<file path="config.mk">
export PLATFORM = sky130hd
export DESIGN_NAME = serial_adder_ctrl
export DESIGN_NICKNAME = d
export VERILOG_FILES = /design/src/rtl/serial_adder_ctrl.sv
export SDC_FILE = /design/constraint.sdc
export NUM_CORES = 1
export LEC_CHECK = 0
export CORE_ASPECT_RATIO = 1.25
export CORE_MARGIN = 2
export CORE_UTILIZATION = 28
export CTS_BUF_LIST = sky130_fd_sc_hd__clkbuf_4
export CTS_CLUSTER_DIAMETER = 30
export CTS_CLUSTER_SIZE = 30
export DETAILED_ROUTE_END_ITERATION = 10
export SETUP_SLACK_MARGIN = 0.3
export SLEW_MARGIN = 5
export SYNTH_ARGS = -nofsm -noshare
export SYNTH_HDL_FRONTEND = slang
export SYNTH_SLANG_ARGS = --single-unit
</file>
<file path="constraint.sdc">
create_clock -name Clk -period 2.06 [get_ports Clk]
set_clock_uncertainty 0.15 [all_clocks]
set_input_delay 0.206 -clock Clk [delete_from_list [all_inputs] [get_ports Clk]]
set_output_delay 0.206 -clock Clk [all_outputs]
set_load 0.005 [all_outputs]
</file>
<file path="src/rtl/serial_adder_ctrl.sv">
// rtl/serial_adder_ctrl.sv - bit-serial adder controller that time-shares one external Full_Adder cell.
// Optional signed-overflow output enabled by defining SERIAL_ADD_OVF_EN.
module serial_adder_ctrl #(
  parameter int WIDTH = 8
) (
  input  logic             Clk,
  input  logic             Reset,
  input  logic             Start,
  input  logic [WIDTH-1:0] A_in,
  input  logic [WIDTH-1:0] B_in,
  input  logic             Carry_in,
  output logic             FA_A,
  output logic             FA_B,
  output logic             FA_Cin,
  input  logic             FA_Sum,
  input  logic             FA_Cout,
  output logic             Busy,
  output logic             Done,
  output logic [WIDTH-1:0] Sum_out,
  output logic             Carry_out
`ifdef SERIAL_ADD_OVF_EN
  ,
  output logic             Overflow
`endif
);

  localparam int CW = (WIDTH > 1) ? $clog2(WIDTH) : 1;
  localparam logic [CW-1:0] LAST_BIT = CW'(WIDTH - 1);

  localparam logic [1:0] S_IDLE = 2'd0;
  localparam logic [1:0] S_RUN  = 2'd1;
  localparam logic [1:0] S_DONE = 2'd2;

  logic [1:0]       state_q, state_d;
  logic [WIDTH-1:0] a_q, a_d, b_q, b_d, sum_q, sum_d;
  logic [WIDTH-1:0] sum_out_q, sum_out_d;
  logic [CW-1:0]    cnt_q, cnt_d;
  logic             carry_q, carry_d;
  logic             cout_q, cout_d;
  logic             done_q, done_d;
  logic             run;

  assign run = (state_q == S_RUN);

  // The cell is only driven while a bit is actually being processed.
  assign FA_A      = run & a_q[0];
  assign FA_B      = run & b_q[0];
  assign FA_Cin    = run & carry_q;
  assign Busy      = (state_q == S_RUN) || (state_q == S_DONE);
  assign Done      = done_q;
  assign Sum_out   = sum_out_q;
  assign Carry_out = cout_q;

  always_comb begin
    state_d   = state_q;
    a_d       = a_q;
    b_d       = b_q;
    sum_d     = sum_q;
    cnt_d     = cnt_q;
    carry_d   = carry_q;
    sum_out_d = sum_out_q;
    cout_d    = cout_q;
    done_d    = 1'b0;
    case (state_q)
      S_IDLE: begin
        if (Start) begin
          a_d     = A_in;
          b_d     = B_in;
          carry_d = Carry_in;
          cnt_d   = '0;
          sum_d   = '0;
          state_d = S_RUN;
        end
      end
      S_RUN: begin
        sum_d   = {FA_Sum, sum_q[WIDTH-1:1]};
        carry_d = FA_Cout;
        a_d     = {1'b0, a_q[WIDTH-1:1]};
        b_d     = {1'b0, b_q[WIDTH-1:1]};
        cnt_d   = cnt_q + CW'(1);
        if (cnt_q == LAST_BIT) state_d = S_DONE;
      end
      S_DONE: begin
        sum_out_d = sum_q;
        cout_d    = carry_q;
        done_d    = 1'b1;
        state_d   = S_IDLE;
      end
      default: state_d = S_IDLE;
    endcase
  end

  always_ff @(posedge Clk) begin
    if (Reset) begin
      state_q   <= S_IDLE;
      a_q       <= '0;
      b_q       <= '0;
      sum_q     <= '0;
      cnt_q     <= '0;
      carry_q   <= 1'b0;
      sum_out_q <= '0;
      cout_q    <= 1'b0;
      done_q    <= 1'b0;
    end else begin
      state_q   <= state_d;
      a_q       <= a_d;
      b_q       <= b_d;
      sum_q     <= sum_d;
      cnt_q     <= cnt_d;
      carry_q   <= carry_d;
      sum_out_q <= sum_out_d;
      cout_q    <= cout_d;
      done_q    <= done_d;
    end
  end

`ifdef SERIAL_ADD_OVF_EN
  // Carry into the MSB is the carry flop value while the last bit is on the cell.
  logic cmsb_q, cmsb_d, ovf_q, ovf_d;

  always_comb begin
    cmsb_d = cmsb_q;
    ovf_d  = ovf_q;
    if (run && (cnt_q == LAST_BIT)) cmsb_d = carry_q;
    if (state_q == S_DONE) ovf_d = cmsb_q ^ carry_q;
  end

  always_ff @(posedge Clk) begin
    if (Reset) begin
      cmsb_q <= 1'b0;
      ovf_q  <= 1'b0;
    end else begin
      cmsb_q <= cmsb_d;
      ovf_q  <= ovf_d;
    end
  end

  assign Overflow = ovf_q;
`endif

endmodule

</file>
==> qor.txt <==
outcome -> complete, no violations
total number of vias -> 1,442
Ant. Diodes -> 0
Max-cap violations -> 0
CTS HTree Levels -> 2
FP Rows -> 33
Slew @ Worst Pin -> 0.876 ns
Yosys cell types -> 26
initial DRC count -> 46
setup TNS -> 0 ns
Critical path buffers and inverters -> 3
Post-CTS Hold Fix Bufs -> 0
Worst Setup End Kind -> flop
area growth from synthesis to layout -> 33.3%
vias in the first global route -> 1,482
final period utilization -> 82.1%
YS warnings -> 0
CP Launch Type -> flop
Seq pwr share -> 47.6%
clock transition at the registers of the reported paths -> 0.13 ns
gpl congestion -> 0.755
worst path required time -> 2.10 ns
die area -> 7290 um^2
DR WL/cell -> 13.5 um
share of layout cells above drive strength 1 -> 26.0%
final hold vios -> 0
Initial Utilization -> 28.6%
cells on worst reg2reg path -> 7
Top delay family on crit path -> flip-flops
Synth Area per Inst -> 10.4 um^2
filler instances -> 660
fmax -> 0.591 GHz
cell area power density -> 746 nW/um^2
CTS Buf Count -> 5
worst hold stages -> 2
setup violators final -> 0
flops & latches, synth -> 40
Final HPWL DP -> 2.52 mm
syn nets -> 207
Die H -> 95.0 um
Gate power share -> 30.5%
number of buffers added on ports -> 35
WP data arrival -> 1.73 ns
clock network fraction of design power -> 21.9%
Hold Startpoint -> Reset
DRC violations left -> 0
largest net degree at the start of global routing -> 41
sequential element share of the synthesized area -> 43.2%
later-pin clock latency in the skew report -> 0.34 ns
crit path from -> state_q[1]
antenna violations before repair -> 0
TritonRoute pass-1 iters -> 4
Design Power -> 1.84 mW
Reg area -> 806 um^2
first-pass GRT wire length -> 6.93 mm
post-DR vias/cell -> 4.59
final worst setup slack -> 0.369 ns
VDD IR max -> 357 uV
width of the die -> 76.8 um
sw frac -> 31.4%
RSZ-0062 raised after global routing -> true
Mapped Area -> 1850 um^2
TritonCTS clock tree -> done
grt total ovfl -> 0
NetSw -> 0.579 mW
WP depth -> 7
CP Cell Sequence -> inv_4 -> ha_4 -> buf_4 -> buf_6 -> mux2_4 -> nand3b_1 -> a21oi_1
max incr delay on CP -> 0.37 ns
synthesized instance count -> 179
nets@finish -> 254
worst slack, placed -> 0.199 ns
ANT nets after route -> 0
Critical R2R Launch -> state_q[1]
Max-slew headroom -> 41.6%
final WL -> 4.25 mm
Int Power -> 1.26 mW
most frequent cells in the layout -> dfxtp_1 (38), nor2_1 (30), clkdlybuf4s50_1 (30)
multi-input logic area -> 1020 um^2
static leakage -> 0.891 nW
Bufs on Longest Clock Path -> 2
crit path kind -> reg2reg
final period demand of the worst path -> 1.69 ns
Min-Delay Path Class -> in2reg
root buf cell -> clkbuf_4
commonest non-fill, non-tap cell in the layout -> dfxtp_1
Slew Limit Fails -> 0
CP max stage cell -> dfxtp_2
clk sink count -> 40
num ports -> 36
CP max FO -> 8
Tot GR Track Use -> 12.0%
core area -> 6480 um^2
==> layer usage <==
| layer | wire [um] | global-route usage (%) |
|---|---|---|
| met1 | 1990 | 14.6 |
| met5 | 0 | 0 |
| met3 | 157 | 3.06 |
| met2 | 2060 | 20.4 |
| met4 | 43 | 4.39 |
==> metrics by stage <==
| stage | cell area (um^2) | hold slack (ns) | cells | utilization [%] |
|---|---|---|---|---|
| 2_1_floorplan | 1850 | 0.146 | 179 | - |
| 3_3_place_gp | 2250 | 0.298 | 292 | 34.7 |
| 3_5_place_dp | 2250 | 0.310 | 292 | 34.7 |
| 4_1_cts | 2410 | 0.304 | 310 | 37.2 |
| 5_1_grt | 2470 | 0.320 | 314 | 38.1 |
| 6_report | 2470 | 0.311 | 314 | 38.1 |
==> logic make-up after synthesis <==
logic type,synth area share [%]
AND/OR/NAND/NOR,12.6
multiplexers,16.1
AO/OA/AOI/OAI,17.5
flip-flops,43.2
buffers and inverters,6.08
XOR/XNOR,0.473
adder cells (fa/ha/maj),4.05
==> synthesized netlist by cell type <==
master     count  area share (%)
a2111oi_0      1            0.47
a211oi_2      15              10
a21oi_1        7             1.9
a32oi_1       10             4.7
and2_1         3             1.0
buf_1          1            0.20
buf_2          3            0.81
buf_4          2            0.81
buf_6          5             3.0
clkbuf_1       4            0.81
dfxtp_1       40              43
ha_1           6             4.1
inv_1          2            0.41
mux2_4         1            0.81
mux2i_1       27              15
mux2i_2        1            0.74
nand2_1        3            0.61
nand2b_1       2            0.68
nand3_1        1            0.27
nand3b_1       2            0.81
nor2_1        34             6.9
nor2b_1        3             1.0
nor3_1         1            0.27
o21ai_0        1            0.27
or2_2          3             1.0
xnor2_1        1            0.47
==> power by group through the flow <==
stage / clock network (mW) / registers [mW] / logic, mW
after global placement: 0 / 0.889 / 0.449
after CTS: 0.419 / 0.874 / 0.522
after floorplan: 0 / 0.880 / 0.361
after detailed placement: 0 / 0.891 / 0.454
after global routing: 0.458 / 0.887 / 0.610
final: 0.404 / 0.877 / 0.562
==> flip-flops by register name, indices dropped and copies added (netlist names) <==
name / cells
Sum_out: 8
a_q: 8
b_q: 8
sum_q: 8
cnt_q: 3
state_q: 2
Carry_out: 1
Done: 1
carry_q: 1
==> layout make-up <==
| cell class | instances | area share [%] |
|---|---|---|
| clock buffers | 6 | 1.82 |
| clock inverters | 2 | 0.456 |
| inverters | 2 | 0.405 |
| multi-input cells | 125 | 41.5 |
| flip-flops and latches | 40 | 32.6 |
| well taps | 87 | 4.41 |
| repair buffers | 52 | 18.8 |
==> worst paths after layout <==
check | slack [ns] | end
worst max-delay path | 0.37 | b_q[7]
worst max register to register | 0.37 | b_q[7]
worst min register to register | 0.33 | a_q[7]
worst min-delay path | 0.31 | sum_q[1]
==> what timing repair did <==
item / CTS / global route
pin swaps: 1 / 2
setup endpoints to repair: 31 / 28
resized for setup: 12 / 12
setup buffers: 8 / 3
cloned: 2 / 1
Note: power is estimated with default switching activity, not from simulation.
